`src/rtl/bus_arbiter_pkg.sv`:
```
// Shared definitions for the bus arbiter: FSM state encoding, default sizes
// and the width of a binary unit code.
package bus_arbiter_pkg;

  localparam int NREQ_DEF    = 4;
  localparam int NUNIT_DEF   = 10;
  localparam int MAXHOLD_DEF = 8;
  localparam int UNIT_W      = 4;

  typedef enum logic [1:0] {
    IDLE = 2'd0,
    XFER = 2'd1,
    LOCK = 2'd2
  } state_t;

endpackage

```
`src/rtl/bus_arbiter_binary_to_onehot.sv`:
```
// Binary code to one-hot decoder; codes outside 0..N-1 decode to all zero.
module binary_to_onehot #(
  parameter int IN_W = 4,
  parameter int N    = 10
) (
  input  logic [IN_W-1:0] bin,
  output logic [N-1:0]    onehot
);

  always_comb begin
    onehot = '0;
    for (int i = 0; i < N; i++) begin
      if (int'(bin) == i) onehot[i] = 1'b1;
    end
  end

endmodule

```
`src/rtl/bus_arbiter_rr_picker.sv`:
```
// Round-robin picker: returns the one-hot first requester found when scanning
// upward from ptr, wrapping modulo NREQ.
module rr_picker #(
  parameter int NREQ  = 4,
  parameter int PTR_W = 2
) (
  input  logic [NREQ-1:0]  req,
  input  logic [PTR_W-1:0] ptr,
  output logic [NREQ-1:0]  winner
);

  logic found;

  always_comb begin
    winner = '0;
    found  = 1'b0;
    for (int k = 0; k < NREQ; k++) begin
      for (int i = 0; i < NREQ; i++) begin
        if (!found && req[i] && (((int'(ptr) + k) % NREQ) == i)) begin
          winner[i] = 1'b1;
          found     = 1'b1;
        end
      end
    end
  end

endmodule

```
`src/rtl/bus_arbiter.sv`:
```
// Shared-bus arbiter: round-robin grant, one transfer per XFER cycle, optional
// bounded bus locking, and one-hot driver/load enables for the granted transfer.
module bus_arbiter
  import bus_arbiter_pkg::*;
#(
  parameter int NREQ    = NREQ_DEF,
  parameter int NUNIT   = NUNIT_DEF,
  parameter int MAXHOLD = MAXHOLD_DEF
) (
  input  logic                     clk,
  input  logic                     rst,
  input  logic [NREQ-1:0]          req,
  input  logic [NREQ-1:0]          lock,
  input  logic [UNIT_W*NREQ-1:0]   src,
  input  logic [UNIT_W*NREQ-1:0]   dst,
  output logic [NREQ-1:0]          gnt,
  output logic [NUNIT-1:0]         tri_en_OH,
  output logic [NUNIT-1:0]         r_en_OH,
  output logic                     busy,
  output logic                     err
);

  localparam int PTR_W  = (NREQ > 1) ? $clog2(NREQ) : 1;
  localparam int HOLD_W = $clog2(MAXHOLD + 1);
  localparam logic [PTR_W-1:0]  LAST_IDX  = PTR_W'(NREQ - 1);
  localparam logic [HOLD_W-1:0] HOLD_LAST = HOLD_W'(MAXHOLD - 1);
  localparam logic [UNIT_W:0]   NUNIT_L   = (UNIT_W + 1)'(NUNIT);

  state_t            state_q, state_d;
  logic [NREQ-1:0]   gnt_q, gnt_d;
  logic [PTR_W-1:0]  owner_q, owner_d;
  logic [PTR_W-1:0]  ptr_q, ptr_d;
  logic [HOLD_W-1:0] hold_q, hold_d;

  logic [UNIT_W-1:0] owner_src, owner_dst;
  logic              owner_req, owner_lock;
  logic              force_rel, illegal, xfer_ok;
  logic [NREQ-1:0]   arb_req, win_oh;
  logic [PTR_W-1:0]  win_idx;
  logic [NUNIT-1:0]  src_oh, dst_oh;
  logic              arb;

  always_comb begin
    owner_src  = '0;
    owner_dst  = '0;
    owner_req  = 1'b0;
    owner_lock = 1'b0;
    for (int i = 0; i < NREQ; i++) begin
      if (owner_q == PTR_W'(i)) begin
        owner_src  = src[i*UNIT_W +: UNIT_W];
        owner_dst  = dst[i*UNIT_W +: UNIT_W];
        owner_req  = req[i];
        owner_lock = lock[i];
      end
    end
  end

  // A forced release hides the current owner from that one arbitration.
  assign force_rel = (state_q == LOCK) && (hold_q == HOLD_LAST);
  assign arb_req   = force_rel ? (req & ~gnt_q) : req;

  rr_picker #(.NREQ(NREQ), .PTR_W(PTR_W)) u_pick (
    .req    (arb_req),
    .ptr    (ptr_q),
    .winner (win_oh)
  );

  always_comb begin
    win_idx = '0;
    for (int i = 0; i < NREQ; i++) begin
      if (win_oh[i]) win_idx = PTR_W'(i);
    end
  end

  always_comb begin
    state_d = state_q;
    gnt_d   = gnt_q;
    owner_d = owner_q;
    ptr_d   = ptr_q;
    hold_d  = '0;
    arb     = 1'b0;
    case (state_q)
      IDLE: arb = 1'b1;
      XFER: begin
        if (owner_lock) state_d = LOCK;
        else            arb     = 1'b1;
      end
      LOCK: begin
        if (force_rel)        arb     = 1'b1;
        else if (owner_req)   state_d = XFER;
        else if (!owner_lock) arb     = 1'b1;
        else                  hold_d  = hold_q + 1'b1;
      end
      default: state_d = IDLE;
    endcase
    if (arb) begin
      if (|win_oh) begin
        state_d = XFER;
        gnt_d   = win_oh;
        owner_d = win_idx;
        ptr_d   = (win_idx == LAST_IDX) ? '0 : win_idx + 1'b1;
      end else begin
        state_d = IDLE;
        gnt_d   = '0;
      end
    end
  end

  always_ff @(posedge clk) begin
    if (!rst) begin
      state_q <= IDLE;
      gnt_q   <= '0;
      owner_q <= '0;
      ptr_q   <= '0;
      hold_q  <= '0;
    end else begin
      state_q <= state_d;
      gnt_q   <= gnt_d;
      owner_q <= owner_d;
      ptr_q   <= ptr_d;
      hold_q  <= hold_d;
    end
  end

  binary_to_onehot #(.IN_W(UNIT_W), .N(NUNIT)) u_src_dec (.bin(owner_src), .onehot(src_oh));
  binary_to_onehot #(.IN_W(UNIT_W), .N(NUNIT)) u_dst_dec (.bin(owner_dst), .onehot(dst_oh));

  assign illegal   = ({1'b0, owner_src} >= NUNIT_L) || ({1'b0, owner_dst} >= NUNIT_L) ||
                     (owner_src == owner_dst);
  assign xfer_ok   = (state_q == XFER) && !illegal;
  assign tri_en_OH = xfer_ok ? src_oh : '0;
  assign r_en_OH   = xfer_ok ? dst_oh : '0;
  assign err       = (state_q == XFER) && illegal;
  assign gnt       = gnt_q;
  assign busy      = (state_q != IDLE);

endmodule

```
`config.mk`:
```
export PLATFORM = sky130hd
export DESIGN_NAME = bus_arbiter
export DESIGN_NICKNAME = d
export VERILOG_FILES = /design/src/rtl/bus_arbiter_pkg.sv /design/src/rtl/bus_arbiter_binary_to_onehot.sv /design/src/rtl/bus_arbiter_rr_picker.sv /design/src/rtl/bus_arbiter.sv
export SDC_FILE = /design/constraint.sdc
export NUM_CORES = 1
export LEC_CHECK = 0
export BUFFER_PORTS_ARGS = -buffer_cell sky130_fd_sc_hd__buf_2
export CAP_MARGIN = 0
export CORE_MARGIN = 5
export CORE_UTILIZATION = 49
export CTS_CLUSTER_DIAMETER = 100
export DETAILED_ROUTE_END_ITERATION = 8
export GPL_ROUTABILITY_DRIVEN = 0
export PLACE_DENSITY_LB_ADDON = 0.12
export SLEW_MARGIN = 15
export SYNTH_ARGS = -nofsm -noshare
export SYNTH_HDL_FRONTEND = slang
export SYNTH_SLANG_ARGS = --single-unit
```
`constraint.sdc`:
```
create_clock -name clk -period 8.1 [get_ports clk]
set_clock_uncertainty 0.15 [all_clocks]
set_input_delay 2.025 -clock clk [delete_from_list [all_inputs] [get_ports clk]]
set_output_delay 2.025 -clock clk [all_outputs]
set_load 0.02 [all_outputs]
```
Yosys cells after proc, flatten, opt, wreduce, memory -nomap -nowiden
Index checks and enable logic that the tools add are counted.
{"block": "totals", "out_inout_bits": 26, "elab_cells": 214, "regBits": 14, "in_bits": 42}
{"block": "classes", "bitwise_logic": 8, "n_mux": 84, "n_eq_ne": 42, "add_sub_neg": 5, "reduce_logical": 68, "magnitude_cmp": 2}
{"op": "zero test 32 bit", "count": 4}
{"op": "2-to-1 mux 1 bit", "count": 63}
{"op": "equality test 4 bit (second input constant)", "count": 12}
{"op": "2-to-1 mux 4 bit", "count": 10}
{"op": "logical AND 1 bit", "count": 34}
{"op": "equality test 4 x 3 -> 1 bit (second input constant)", "count": 5}
{"op": "2-to-1 mux 10 bit", "count": 2}
{"op": "equality test 3 bit (second input constant)", "count": 6}
{"op": "zero test 1 bit", "count": 16}
{"op": "2-to-1 mux 2 bit", "count": 7}
{"op": "equality test 2 bit (second input constant)", "count": 6}
{"op": "equality test 3 x 2 -> 1 bit (second input constant)", "count": 3}
{"op": "inequality test 3 bit (second input constant)", "count": 3}
{"op": "equality test 4 x 2 -> 1 bit (second input constant)", "count": 2}
{"op": "greater-or-equal comparator 4 bit (second input constant)", "count": 2}
{"op": "zero test 4 bit", "count": 2}
{"op": "equality test 2 x 1 -> 1 bit (second input constant)", "count": 3}
{"op": "one-hot mux 2 bit (3 select lines)", "count": 1}
{"op": "OR reduction 2 bit", "count": 3}
{"op": "OR reduction 5 bit", "count": 1}
{"op": "adder 2 x 1 -> 2 bit (second input constant)", "count": 2}
{"op": "adder 2 bit (second input constant)", "count": 2}
{"op": "adder 4 x 1 -> 4 bit (second input constant)", "count": 1}
{"op": "AND 4 bit", "count": 1}
{"op": "12 further kinds", "count": 18}

Depth between registers and ports, before layout
{"block": "depth", "depth_word": 68, "ltp_mapped": 8, "depth_no_buf": 7}

By module
A second synthesis with hierarchy kept.
{"block": "unflattened", "hier_cells": 185, "area_unflattened_um2": 1696.6}
{"mod": "bus_arbiter", "instances": 1, "area_each_um2": 1197.4, "cells_each": 141, "seq_area_each_um2": 280.3}
{"mod": "binary_to_onehot", "instances": 2, "area_each_um2": 198.9, "cells_each": 14, "seq_area_each_um2": 0.0}
{"mod": "rr_picker", "instances": 1, "area_each_um2": 101.3, "cells_each": 16, "seq_area_each_um2": 0.0}

Worst setup path before layout
Ideal clock, no wire load.
{"block": "synth_path", "path_type": "input port to output port", "startpoint": "input dst[13]", "endpoint": "output tri_en_OH[8]", "required_ps": 5925, "stages": 6, "arrival_ps": 3656, "slack_ps": 2269, "n_path_buf": 0, "cell_sequence": "mux4_2 -> o21ai_1 -> nand2_1 -> a41oi_2 -> nand2_1 -> nor3_1"}
{"block": "synth_via", "elab_chain_cells": 7, "elab_cells_between_ends": 8, "cone_classes": "1 x order compare; 1 x eq/ne; 2 x mux; 4 x reduce/logical"}
{"element": "from (decl)", "line_no": "bus_arbiter.sv:15", "source": "input logic [UNIT_W*NREQ-1:0] dst,"}
{"element": "2-to-1 mux 4 bit *", "line_no": "bus_arbiter.sv:49", "source": "if (owner_q == PTR_W'(i)) begin"}
{"element": "greater-or-equal comparator 4 bit", "line_no": "bus_arbiter.sv:128", "source": "assign illegal = ({1'b0, owner_src} >= NUNIT_L) || ({1'b0, owner_dst} >= NUNIT_L) ||"}
{"element": "logical OR 1 bit", "line_no": "bus_arbiter.sv:128"}
{"element": "logical OR 1 bit *", "line_no": "bus_arbiter.sv:128"}
{"element": "zero test 1 bit *", "line_no": "bus_arbiter.sv:130", "source": "assign xfer_ok = (state_q == XFER) && !illegal;"}
{"element": "logical AND 1 bit *", "line_no": "bus_arbiter.sv:130"}
{"element": "2-to-1 mux 10 bit *", "line_no": "bus_arbiter.sv:131", "source": "assign tri_en_OH = xfer_ok ? src_oh : '0;"}
{"element": "to (decl)", "line_no": "bus_arbiter.sv:17", "source": "output logic [NUNIT-1:0] tri_en_OH,"}
Mark *: on every way between the ends. The rest lies on a longest branch, timed or not.

Worst setup path in the final report
{"block": "layout_path", "startpoint": "input src[13]", "endpoint": "output tri_en_OH[9]"}
{"block": "layout_via", "elab_chain_cells": 7, "elab_cells_between_ends": 10, "cone_classes": "1 x order compare; 2 x eq/ne; 3 x mux; 4 x reduce/logical"}
{"element": "from (decl)", "line_no": "bus_arbiter.sv:14", "source": "input logic [UNIT_W*NREQ-1:0] src,"}
{"element": "2-to-1 mux 4 bit *", "line_no": "bus_arbiter.sv:49"}
{"element": "greater-or-equal comparator 4 bit", "line_no": "bus_arbiter.sv:128"}
{"element": "logical OR 1 bit (2 in series)", "line_no": "bus_arbiter.sv:128"}
{"element": "zero test 1 bit", "line_no": "bus_arbiter.sv:130"}
{"element": "logical AND 1 bit", "line_no": "bus_arbiter.sv:130"}
{"element": "2-to-1 mux 10 bit *", "line_no": "bus_arbiter.sv:131"}
Marked as above.

==> metrics.txt <==
Leak=0.740 nW; die height=61.3 µm; All-Layer GR Usage=0.208; most frequent cells in the layout=buf_2, nor2_1, dfxtp_1; vias in the first global route=1421; Detail Route Antenna Nets=0; slew at the pin with the worst max-slew slack=1170 ps; clk_lat worst skew=280 ps; Tcrit/Tclk final=0.729; core area=2500 µm²; hold slack=348 ps; Flop pwr share=0.315; First-pass DRT Iterations=4; initial antenna violation count=0; CTS tree=done; Worst Path Max Fanout=6; final setup fails=0; antenna fix cells=0; Rel. slew slack=0.214; NumNets Final=274; Setup TNS Final=0 ps; peak supply drop=137 µV; Syn-to-layout area delta=29.9%; Die X=61.3 µm; FF+latch count, synth=14; combinational share of power=0.519; I/O pin count=68; clock tree buffer depth=2; Area contributors post-synth=dfxtp_1, mux4_2, nor2_1, a21oi_1, o21ai_0; CTS sink cnt=14; input/output buffers=67; Clock Root Buffer=clkbuf_4; DIE AREA=3760 µm²; clock network power share=0.166; Final HPWL DP=3.12 mm; Slew Limit Fails=0; internal power=0.000178 W; # hold bufs at CTS=0; critical path type=primary input to output port; Max Cap Violations=0; critical path capture point type=output port; Synthesized Nets=206; post-synthesis cell count=163; cell row count=18; YS warnings=0; DRC errors left=0; sw frac=0.426; synthesized area per cell=7.91 µm²; Starting Density=0.516; routed len/inst=14.7 µm; H-tree levels=1; Detailed Route Iter0 Violations=77; Synth top area share=0.217; crit path time final=5900 ps; post-synth cell types=38; Arr. time, crit path=3730 ps; Power Dens Cells=185 nW/µm²; DRT Wirelength=3.83 mm; final-report hold violation count=0; DR vias=1561; Max Fclk=169 MHz; CP required=5930 ps; gr ovfl total=0; largest net degree at the start of global routing=13; Worst-path clk slew=90 ps; Post-Syn Area=1290 µm²; leading cell type in the layout, fill and taps excluded=buf_2; layout cells sized above 1=0.378; status=finished clean; RSZ-0062 raised after global routing=no; Hold WC Path Type=flip-flop to flip-flop; CTS Buf Count=3; sequential element share of the synthesized area=0.217; Via-to-Cell Ratio=6.00; Synth area leader=dfxtp_1; NetSw=0.000132 W; first-pass GRT wire length=6.01 mm; postcts setup bufs=0; post-CTS sizing=0; startpoint types=primary input
## per-stage QoR
stage | cell area [µm²] | power (W) | setup slack [ps] | util | instances
finish | 1680 | 0.000311 | 2200 | 0.670 | 260
global route | 1680 | 0.000333 | 2100 | 0.670 | 260
CTS | 1680 | 0.000309 | 2200 | 0.670 | 260
detailed placement | 1640 | 0.000259 | 2200 | 0.656 | 256
global placement | 1640 | 0.000254 | 2260 | 0.656 | 256
floorplan | 1290 | 0.000221 | 2270 | - | 163
## area by class of cell
cell class / count / area [µm²]
Multi-Input combinational cell: 139 / 963
Fill cell: 208 / 825
Timing Repair Buffer: 67 / 335
Sequential cell: 14 / 280
Tap cell: 30 / 37.5
Clock buffer: 4 / 36.3
Inverter: 6 / 22.5
## power by group through the flow
stage,clock [W],combinational [W],sequential (W)
6_report,0.0000515,0.000161,0.0000979
2_1_floorplan,0,0.000132,0.0000893
4_1_cts,0.0000509,0.000160,0.0000981
5_1_grt,0.0000552,0.000177,0.000100
3_5_place_dp,0,0.000160,0.0000995
3_3_place_gp,0,0.000155,0.0000991
## worst paths after layout
kind | cells past startpoint | end | from | slack, ps
min | 1 | hold_q[0] | hold_q[0] | 350
max | 8 | tri_en_OH[9] | src[13] | 2200
max reg2reg | 7 | gnt[1] | hold_q[0] | 5070
min reg2reg | 1 | hold_q[0] | hold_q[0] | 350
## state kept, by name, summed over array words and instances, names as in the netlist
register and cells:
gnt 4, hold_q 4, owner_q 2, ptr_q 2, state_q 2
## worst max-delay path: stages
cell and delay, ps:
buf_2 90, mux4_2 540, o21ai_1 160, nand2_1 80
a41oi_2 280, nand2_1 160, nor3_1 200, buf_2 190
## synth_stat cells (all sizes together)
master   count
a2111oi      2
a211oi       1
a21o         3
a21oi       13
a22oi        3
a31o         1
a31oi        1
a32o         1
a41oi        1
and3b        1
buf          2
clkbuf       2
clkinv       1
dfxtp       14
ha           1
inv          5
mux2i        1
mux4        10
nand2       12
nand2b       8
nand3        3
nand3b       5
nand4b       2
nor2        29
nor2b        2
nor3         7
nor3b        1
o2111ai      1
o21a         2
o21ai       14
o221ai       1
o22ai        2
o32ai        1
or2          4
xnor2        5
xor2         1
## cell families (layout without fill, tap and decap cells)
group | count (synthesis) | count (layout) | share of synthesized area
muxes | 11 | 11 | 0.182
AOI/OAI and AO/OA | 47 | 47 | 0.233
adders and majority gates | 1 | 1 | 0.00970
DFF | 14 | 14 | 0.217
and+or+nand+nor | 74 | 74 | 0.281
buffers and inverters | 10 | 77 | 0.0359
xor gates and xnor gates | 6 | 6 | 0.0407
## layer usage
layer  wire length, µm  GRT usage  part of all wire
met4                55     0.0557             0.014
met2              1980      0.417              0.52
met5                 0          0                 0
met3               387     0.0294              0.10
met1              1400      0.221              0.37
(Power assumes the default switching activity.)
